$ cat src/rtl/stereo_pkg.sv
// stereo_pkg: shared sizes, port widths, frame geometry and writeback FSM states
package stereo_pkg;
    localparam int WORD_W        = 48;
    localparam int BLOCK_SIZE    = 6;
    localparam int WORDS_PER_ROW = 40;
    localparam int ROWS          = 320;
    localparam int READ_LAT      = 2;
    localparam int FRAME_WORDS   = ROWS * WORDS_PER_ROW;
    localparam int X_W           = $clog2(WORDS_PER_ROW) + 1;
    localparam int Y_W           = $clog2(ROWS) + 1;
    localparam int YS_W          = $clog2(ROWS) + 2;
    localparam int ADDR_W        = $clog2(2 * FRAME_WORDS);
    localparam int ROW_W         = $clog2(BLOCK_SIZE);
    localparam int CNT_W         = $clog2(BLOCK_SIZE + READ_LAT) + 1;

    typedef enum logic [1:0] {IDLE, WRITE, VERIFY, FINISH} wb_state_e;
endpackage

$ cat src/rtl/block_addr_gen.sv
// block_addr_gen: registered (frame, y, row, x) -> frame BRAM word address
//   clk_in, rst_n_in : clock, synchronous active-low reset (address clears to 0)
//   en_in            : load a new address this edge, otherwise hold
//   frame_in, y_in, row_in, x_in : block origin and row offset
//   addr_out         : frame*FRAME_WORDS + (y+row)*WORDS_PER_ROW + x, one cycle later
import stereo_pkg::*;

module block_addr_gen (
    input  logic              clk_in,
    input  logic              rst_n_in,
    input  logic              en_in,
    input  logic              frame_in,
    input  logic [Y_W-1:0]    y_in,
    input  logic [ROW_W-1:0]  row_in,
    input  logic [X_W-1:0]    x_in,
    output logic [ADDR_W-1:0] addr_out
);
    logic [ADDR_W-1:0] addr_d, addr_q;

    always_comb begin
        addr_d = addr_q;
        if (en_in)
            addr_d = (frame_in ? ADDR_W'(FRAME_WORDS) : '0)
                   + (ADDR_W'(y_in) + ADDR_W'(row_in)) * ADDR_W'(WORDS_PER_ROW)
                   + ADDR_W'(x_in);
    end

    always_ff @(posedge clk_in) begin
        if (!rst_n_in) addr_q <= '0;
        else           addr_q <= addr_d;
    end

    assign addr_out = addr_q;
endmodule

$ cat src/rtl/writeback_block_buffer.sv
// writeback_block_buffer: accepts one BLOCK_SIZE-row block and writes it row by row into the dual-frame BRAM
//   clk_in, rst_n_in     : clock, synchronous active-low reset
//   valid_in, ready_out  : block handshake (ready only in IDLE and out of reset)
//   x_word_in, y_in, frame_sel_in, block_in : block origin, frame and row words (index 0 = top row)
//   addr_out, din_out, we_out, dout_in      : BRAM port (dout_in used only by readback verify)
//   done_out, error_out  : end-of-block pulse; error marks an out-of-range reject
//   mismatch_out         : readback compare failed, held until next accept
// Optional macro WRITEBACK_READBACK_VERIFY_EN adds a VERIFY pass that reads the block back.
import stereo_pkg::*;

module writeback_block_buffer (
    input  logic                                clk_in,
    input  logic                                rst_n_in,
    input  logic                                valid_in,
    output logic                                ready_out,
    input  logic [X_W-1:0]                      x_word_in,
    input  logic [Y_W-1:0]                      y_in,
    input  logic                                frame_sel_in,
    input  logic [BLOCK_SIZE-1:0][WORD_W-1:0]   block_in,
    output logic [ADDR_W-1:0]                   addr_out,
    output logic [WORD_W-1:0]                   din_out,
    output logic                                we_out,
    input  logic [WORD_W-1:0]                   dout_in,
    output logic                                done_out,
    output logic                                error_out,
    output logic                                mismatch_out
);
    wb_state_e                       state_d, state_q;
    logic [CNT_W-1:0]                cnt_d, cnt_q;
    logic [BLOCK_SIZE-1:0][WORD_W-1:0] blk_d, blk_q;
    logic                            frame_d, frame_q;
    logic [X_W-1:0]                  x_d, x_q;
    logic [Y_W-1:0]                  y_d, y_q;
    logic [WORD_W-1:0]               din_d, din_q;
    logic                            we_d, we_q, done_d, done_q, err_d, err_q, mism_d, mism_q;
    logic                            ag_en, ag_frame, accept, in_range;
    logic [Y_W-1:0]                  ag_y;
    logic [X_W-1:0]                  ag_x;
    logic [ROW_W-1:0]                ag_row, nxt_row;

    assign ready_out = (state_q == IDLE) && rst_n_in;
    assign accept    = valid_in && ready_out;
    assign in_range  = (x_word_in < X_W'(WORDS_PER_ROW))
                    && (YS_W'(y_in) + YS_W'(BLOCK_SIZE) <= YS_W'(ROWS));
    assign nxt_row   = ROW_W'(cnt_q + 1'b1);

    // The address generator is registered, so each edge is fed the row that
    // must appear on the BRAM port in the following cycle.
    always_comb begin
        state_d  = state_q;
        cnt_d    = cnt_q;
        blk_d    = blk_q;
        frame_d  = frame_q;
        x_d      = x_q;
        y_d      = y_q;
        din_d    = din_q;
        we_d     = 1'b0;
        done_d   = 1'b0;
        err_d    = 1'b0;
        mism_d   = mism_q;
        ag_en    = 1'b0;
        ag_frame = frame_q;
        ag_y     = y_q;
        ag_x     = x_q;
        ag_row   = nxt_row;
        case (state_q)
            IDLE: if (accept) begin
                blk_d   = block_in;
                frame_d = frame_sel_in;
                x_d     = x_word_in;
                y_d     = y_in;
                cnt_d   = '0;
                mism_d  = 1'b0;
                if (in_range) begin
                    state_d  = WRITE;
                    we_d     = 1'b1;
                    din_d    = block_in[0];
                    ag_en    = 1'b1;
                    ag_frame = frame_sel_in;
                    ag_y     = y_in;
                    ag_x     = x_word_in;
                    ag_row   = '0;
                end else begin
                    state_d = FINISH;
                    done_d  = 1'b1;
                    err_d   = 1'b1;
                end
            end
            WRITE: if (cnt_q == CNT_W'(BLOCK_SIZE - 1)) begin
`ifdef WRITEBACK_READBACK_VERIFY_EN
                state_d = VERIFY;
                cnt_d   = '0;
                ag_en   = 1'b1;
                ag_row  = '0;
                din_d   = blk_q[0];
`else
                state_d = FINISH;
                done_d  = 1'b1;
`endif
            end else begin
                cnt_d = cnt_q + 1'b1;
                we_d  = 1'b1;
                din_d = blk_q[nxt_row];
                ag_en = 1'b1;
            end
`ifdef WRITEBACK_READBACK_VERIFY_EN
            // Read addresses go out while cnt < BLOCK_SIZE; each returns READ_LAT cycles later.
            VERIFY: begin
                if (cnt_q < CNT_W'(BLOCK_SIZE - 1)) begin
                    ag_en = 1'b1;
                    din_d = blk_q[nxt_row];
                end
                if (cnt_q >= CNT_W'(READ_LAT)
                    && dout_in != blk_q[ROW_W'(cnt_q - CNT_W'(READ_LAT))])
                    mism_d = 1'b1;
                if (cnt_q == CNT_W'(BLOCK_SIZE + READ_LAT - 1)) begin
                    state_d = FINISH;
                    done_d  = 1'b1;
                end else begin
                    cnt_d = cnt_q + 1'b1;
                end
            end
`endif
            default: state_d = IDLE;
        endcase
    end

    always_ff @(posedge clk_in) begin
        if (!rst_n_in) begin
            state_q <= IDLE;
            cnt_q   <= '0;
            din_q   <= '0;
            we_q    <= 1'b0;
            done_q  <= 1'b0;
            err_q   <= 1'b0;
            mism_q  <= 1'b0;
        end else begin
            state_q <= state_d;
            cnt_q   <= cnt_d;
            din_q   <= din_d;
            we_q    <= we_d;
            done_q  <= done_d;
            err_q   <= err_d;
            mism_q  <= mism_d;
        end
    end

    always_ff @(posedge clk_in) begin
        blk_q   <= blk_d;
        frame_q <= frame_d;
        x_q     <= x_d;
        y_q     <= y_d;
    end

    block_addr_gen u_addr (
        .clk_in   (clk_in),
        .rst_n_in (rst_n_in),
        .en_in    (ag_en),
        .frame_in (ag_frame),
        .y_in     (ag_y),
        .row_in   (ag_row),
        .x_in     (ag_x),
        .addr_out (addr_out)
    );

    assign din_out   = din_q;
    assign we_out    = we_q;
    assign done_out  = done_q;
    assign error_out = err_q;
`ifdef WRITEBACK_READBACK_VERIFY_EN
    assign mismatch_out = mism_q;
`else
    logic unused_dout;
    assign unused_dout  = ^dout_in;
    assign mismatch_out = 1'b0;
`endif
endmodule

$ cat config.mk
export PLATFORM = sky130hd
export DESIGN_NAME = writeback_block_buffer
export DESIGN_NICKNAME = d
export VERILOG_FILES = /design/src/rtl/stereo_pkg.sv /design/src/rtl/block_addr_gen.sv /design/src/rtl/writeback_block_buffer.sv
export SDC_FILE = /design/constraint.sdc
export NUM_CORES = 1
export LEC_CHECK = 0
export CAP_MARGIN = 15
export CORE_MARGIN = 5
export CORE_UTILIZATION = 40
export DETAILED_ROUTE_END_ITERATION = 16
export HOLD_SLACK_MARGIN = 0.1
export PLACE_DENSITY = 0.66
export SYNTH_ARGS = -nofsm -noshare
export SYNTH_HDL_FRONTEND = slang
export SYNTH_SLANG_ARGS = --single-unit
$ cat constraint.sdc
create_clock -name clk_in -period 13.6 [get_ports clk_in]
set_clock_uncertainty 0.15 [all_clocks]
set_input_delay 1.36 -clock clk_in [delete_from_list [all_inputs] [get_ports clk_in]]
set_output_delay 1.36 -clock clk_in [all_outputs]
set_load 0.01 [all_outputs]
Word-level counts from Yosys, hierarchy flattened:

Cells that the tools add are included.

* bits in registers: 378
* output and inout bits: 68
* logic and storage cells: 75
* bits of input ports: 357

* magnitude comparators: 3
* reductions and logical operators: 10
* mux-type cells: 34
* equal/unequal tests: 6
* add/sub/neg operators: 5
* multiply operators: 1

Operator list (number)
* $mux 48: 4
* $bmux 48 s3: 1
* $pmux 48 s2: 1
* $mux 10: 3
* $mux 7: 3
* $add 15x15->15: 1
* $add 15x7->15: 1
* $mul 15x3->12 const B: 1
* $mux 14: 1
* $add 10x3->11: 1
* $add 10x3->11 const B: 1
* $le 11x9->1 const B: 1
* $mux 1: 9
* $mux 3: 3
* $mux 4: 2
* $ne 2x2->1 const B: 4
* $pmux 4 s2: 1
* $lt 7x6->1 const B: 1
* $mux 2: 3
* $reduce_and 2->1: 3
* $add 4x1->4 const B: 1
* $eq 4x3->1 const B: 1
* $lt 3x4->1 const B: 1
* $pmux 1 s2: 2
* 7 further kinds: 9

Depth between registers and ports, before layout:

* word-level depth: 10
* depth in mapped cells: 30
* depth with buffers taken out: 29

Hierarchy:

Synthesis repeated with hierarchy kept, for this count alone.

* cell total of the unflattened synthesis: 1008
* area, all modules: 16064.2 µm²

By module, submodules not included
* writeback_block_buffer: instances 1, sequential area each 10329.9 µm², area each 14498.9 µm², cells an instance 838
* block_addr_gen: instances 1, sequential area each 300.3 µm², area each 1565.3 µm², cells an instance 170

Worst setup path before layout:

Ideal clock, no wire load.

* path kind: input -> register
* from: input port rst_n_in
* to: register u_addr.addr_q[14], in the netlist u_addr.addr_out[14]
* arrival time: 9.872 ns
* stages: 28
* library setup time: 0.124 ns
* path buffers: 1
* path slack: 3.454 ns
* data required time: 13.326 ns
* cell sequence: nand2b_2 > nor2_4 > nand2_2 > inv_2 > and3_1 > o211ai_1 > nand2_1 > buf_2 > nor2_1 > ha_1 > fa_1 > a21o_1 > nand2_1 > xor2_1 > o21ai_0 > ha_1 > fa_1 > nand3_1 > a21oi_1 > o21ai_0 > nor2b_1 > xnor2_1 > ha_1 > and2_1 > a31o_2 > and4bb_1 > a2bb2oi_1 > nand3b_1

* longest elaborated chain between the ends: 8
* elaborated cells between the ends (all ways): 17
* classes of those cells: add/sub (3); mul (1); mux (11); reduce/logical (2)

RTL lines
* start, declared: RTL line writeback_block_buffer.sv:13 `input logic rst_n_in,`
* $logic_and 1x1->1 *: RTL line writeback_block_buffer.sv:41 `assign ready_out = (state_q == IDLE) && rst_n_in;`
* named net ready_out: RTL line writeback_block_buffer.sv:15 `output logic ready_out,`
* $logic_and 1x1->1 *: RTL line writeback_block_buffer.sv:42 `assign accept = valid_in && ready_out;`
* $mux 10 / $mux 3 (equally long branches): RTL line writeback_block_buffer.sv:67 `IDLE: if (accept) begin`
* $mux 10 / $mux 3 (equally long branches): RTL line writeback_block_buffer.sv:66 `case (state_q)`
* $add 10x3->11: RTL line block_addr_gen.sv:24 `+ (ADDR_W'(y_in) + ADDR_W'(row_in)) * ADDR_W'(WORDS_PER_ROW)`
* $mul 15x3->12: RTL line block_addr_gen.sv:24
* $add 15x15->15: RTL line block_addr_gen.sv:24
* $add 15x7->15: RTL line block_addr_gen.sv:25 `+ ADDR_W'(x_in);`
* end signal, assigned: RTL line block_addr_gen.sv:30 `else addr_q <= addr_d;`
* end, declared: RTL line block_addr_gen.sv:18 `logic [ADDR_W-1:0] addr_d, addr_q;`

The timed path passes the listed nets; every way through them passes the cells marked *.
A chain may end at the register's enable or synchronous reset.

Worst setup path after layout:

* from: input port rst_n_in
* to: register u_addr.addr_q[14], in the netlist u_addr.addr_out[14]

* longest elaborated chain between the ends: 8
* elaborated cells between the ends (all ways): 17
* classes of those cells: add/sub (3); mul (1); mux (11); reduce/logical (2)

RTL lines (RTL line)
* $logic_and 1x1->1: writeback_block_buffer.sv:41
* $logic_and 1x1->1: writeback_block_buffer.sv:42
* $mux 10 / $mux 3 (equally long branches): writeback_block_buffer.sv:67
* $mux 10 / $mux 3 (equally long branches): writeback_block_buffer.sv:66
* $add 10x3->11: block_addr_gen.sv:24
* $mul 15x3->12: block_addr_gen.sv:24
* $add 15x15->15: block_addr_gen.sv:24
* $add 15x7->15: block_addr_gen.sv:25

Parallel ways exist; a longest one is shown, timed or not.

==> metrics.txt <==
Post-CTS Resized=0; post-route setup TNS=0 ps; synthesis-stage register bit count=~380; worst-skew pair later-pin latency=~550 ps; via count=between 10000 and 15000; Clock Sinks=378; cells after synthesis=approximately 1100; outcome=complete, no violations; Rel. slew slack=0.254; Die Y=210 um; Reg2Reg Capture Point=u_addr.addr_out[14]; Seq pwr share=0.456; Bufs and invs on worst path=3; combinational fraction of design power=0.160; crit path kind=primary input to flip-flop; area grow syn2layout=35.1%; CP delay by family, top=simple AND/OR/NAND/NOR gates; area post-placement=between 20000 and 25000 um2; number of port buffers=roughly 380; Core Region=~40000 um2; crit path from=rst_n_in; post-route total power=0.00294 W; Final min period=around 8100 ps; Crit Path Max Fanout=86; Cell Pwr Density=136 nW/um2; largest net degree at the start of global routing=87; drt total wl=about 47000 um; Req. time, crit path=13880 ps; arrival time worst endpoint=roughly 8400 ps; syn_area_per_cell=~15 um2; final design utilization=0.547; most frequent CP cell=ha_1; die span in x=approximately 210 um; Fin. Hold Viols=0; Sw Pwr=about 0.00072 W; Clk pwr share=0.384; Post-synth EDFFs=~310; Critical Path Slowest Stage Cell=buf_4; slowest stage delay, CP=about 620 ps; WL/cell=23.2 um; IR drop worst, VDD=~0.00010 V; number of global-route vias before repair=11100; cts-stage hold buffer count=0; Reg2Reg Depth=26; area of the die=about 44000 um2; Max-cap violations=0; Leak=around 7.3 nW; initial antenna violation count=18; FP Rows=73; Worst-Margin Slew=roughly 1100 ps; filler cell count=roughly 3200; Fmax=between 0.1 and 0.15 GHz; register area share after synthesis=0.661; clk buf depth=3; drt via density=5.33; Hold Path Class=flip-flop to flip-flop; Synth Cell Area=about 16000 um2; count of cell types in the netlist=65; CTS tree=built; Root Driver=clkbuf_16; syn nets=roughly 1500; effective utilization at floorplan=0.405; DRC violations left=0; max-slew violation count=0; cts bufs inserted=42; number of stages on the worst setup path=29; CP Capture Type=flip-flop; IO Pins=approximately 430; Power Internal=between 0.002 and 0.0025 W; layout cells sized above 1=0.103; router iterations before antenna repair=5; nets@finish=around 1800; 1st-iter DRT viols=787; H-Tree Depth=2; CP endpoint=u_addr.addr_out[14]; first-pass GRT wire length=69000 um; Routed Antenna Nets=0; fin area=between 20000 and 25000 um2; reg2reg setup slack=~6700 ps; WHS=~300 ps; critical path launch point type=primary input; # setup viols final=0; total grt overflow=0; Synthesis Warnings=0; postcts setup bufs=0; Sw Ratio=0.243; GRT Total Usage=0.205; Final HPWL DP=roughly 31000 um; clock-pin slew on the worst setup and hold paths=60 ps; Main synth FF type=edfxtp_1; FF-to-FF Start=state_q[1]; final worst-path cycle share=0.596; Final GP Congestion=between 0.8 and 0.9; Post-synth ARST share=0; RSZ-0062 raised after global routing=false
## worst min path at each step
stage,start,endpoint,slack (ps),cells past startpoint
after global routing,din_out[0],din_out[0],320,2
after global placement,din_out[2],din_out[2],290,2
after floorplan,din_out[0],din_out[0],330,2
final,din_out[30],din_out[30],300,2
after detailed placement,din_out[11],din_out[11],290,2
after CTS,din_out[27],din_out[27],300,2
## cell families (layout without fill, tap and decap cells)
group / Yosys count / after routing / synth area share
other: 1 / 15 / 0.000233
AOI/OAI and AO/OA: 221 / 221 / 0.108
and+or+nand+nor: 229 / 229 / 0.0651
DFF: 378 / 378 / 0.661
adders and majority gates: 33 / 33 / 0.0271
xor gates and xnor gates: 26 / 26 / 0.0142
buffers and inverters: 79 / 476 / 0.0235
muxes: 102 / 102 / 0.101
## cells in the final DEF (no fill, tap or decap), types with 6 or more instances in the layout
master	instances
o211ai_1	55
a21oi_1	18
mux4_2	48
clkbuf_1	14
and2_1	6
xor2_1	15
clkbuf_16	44
a21boi_1	45
clkinv_2	6
nand3_1	6
mux2i_1	54
xnor2_1	10
ha_1	29
clkdlybuf4s50_1	374
dfxtp_1	71
buf_4	13
a221o_1	48
inv_1	10
nor2_1	76
o21ai_0	18
nand2_1	100
clkbuf_8	6
edfxtp_1	306
diode_2	14
## registers in the layout (all words and copies together), names as in the netlist
| name | count |
|---|---|
| blk_q | 288 |
| frame_q | 1 |
| din_out | 48 |
| y_q | 10 |
| error_out | 1 |
| state_q | 2 |
| we_out | 1 |
| cnt_q | 4 |
| x_q | 7 |
| done_out | 1 |
| u_addr.addr_out | 15 |
## power by group through the flow
stage / Sequential (W) / Combinational, W / Clock [W]
2_1_floorplan: 0.00137 / 0.000260 / 0
3_3_place_gp: 0.00136 / 0.000466 / 0
3_5_place_dp: 0.00137 / 0.000473 / 0
4_1_cts: 0.00134 / 0.000476 / 0.00116
5_1_grt: 0.00135 / 0.000515 / 0.00121
6_report: 0.00134 / 0.000471 / 0.00113
## cell type report
| class | count | area, um2 | share of cell area |
|---|---|---|---|
| diodes | 14 | 35.0 | 0.00161 |
| clock buffers | 64 | 1240 | 0.0569 |
| clock inverters | 13 | 144 | 0.00663 |
| inverters | 11 | 48.8 | 0.00225 |
| multi-input cells | 612 | 5110 | 0.236 |
| flip-flops and latches | 378 | 10600 | 0.490 |
| well taps | 525 | 657 | 0.0302 |
| repair buffers | 388 | 3850 | 0.177 |
## worst register-to-register path, stage by stage (launching register included)
cell and delay, ps:
dfxtp_1 390, nand2b_2 210, nor2_4 50, nand2_2 160, inv_8 180, and3_1 280, and3_4 210, nor2_2 700
o21ai_0 390, fa_1 520, a21o_1 260, nand2_1 110, xor2_1 70, o21ai_0 340, ha_1 340, fa_1 480
nand3_1 110, a21oi_1 110, o21ai_0 250, nor2b_1 190, xnor2_1 130, ha_1 280, and2_1 170, a31o_2 270
and4bb_1 200, a2bb2oi_1 140, nand3b_1 150
## cell usage after synthesis (all sizes together), types with 8 or more instances
library cell	number	area [um2]
edfxtp	306	9190
nand2	101	382
nor2	78	303
dfxtp	72	1440
o211ai	55	413
mux2i	54	541
a21boi	48	360
a221o	48	480
mux4	48	1080
clkbuf	40	150
ha	30	375
buf	28	186
o21ai	20	100
a21oi	19	106
xor2	15	131
inv	11	41.3
xnor2	11	96.3
a211oi	8	80.1
nand3	8	50.1
## stage by stage
step | worst slack [ps] | instances
finish | 5490 | 2005
global route | 4990 | 2004
CTS | 5430 | 1991
detailed placement | 4890 | 1914
global placement | 5010 | 1914
floorplan | 3450 | 1069
## routing by layer
metal  part of all wire  global-route usage
met2               0.49               0.343
met1               0.39               0.256
met5             0.0013                   0
met4              0.030              0.0825
met3              0.081              0.0549
No activity file was read; power rests on OpenSTA's default activity.
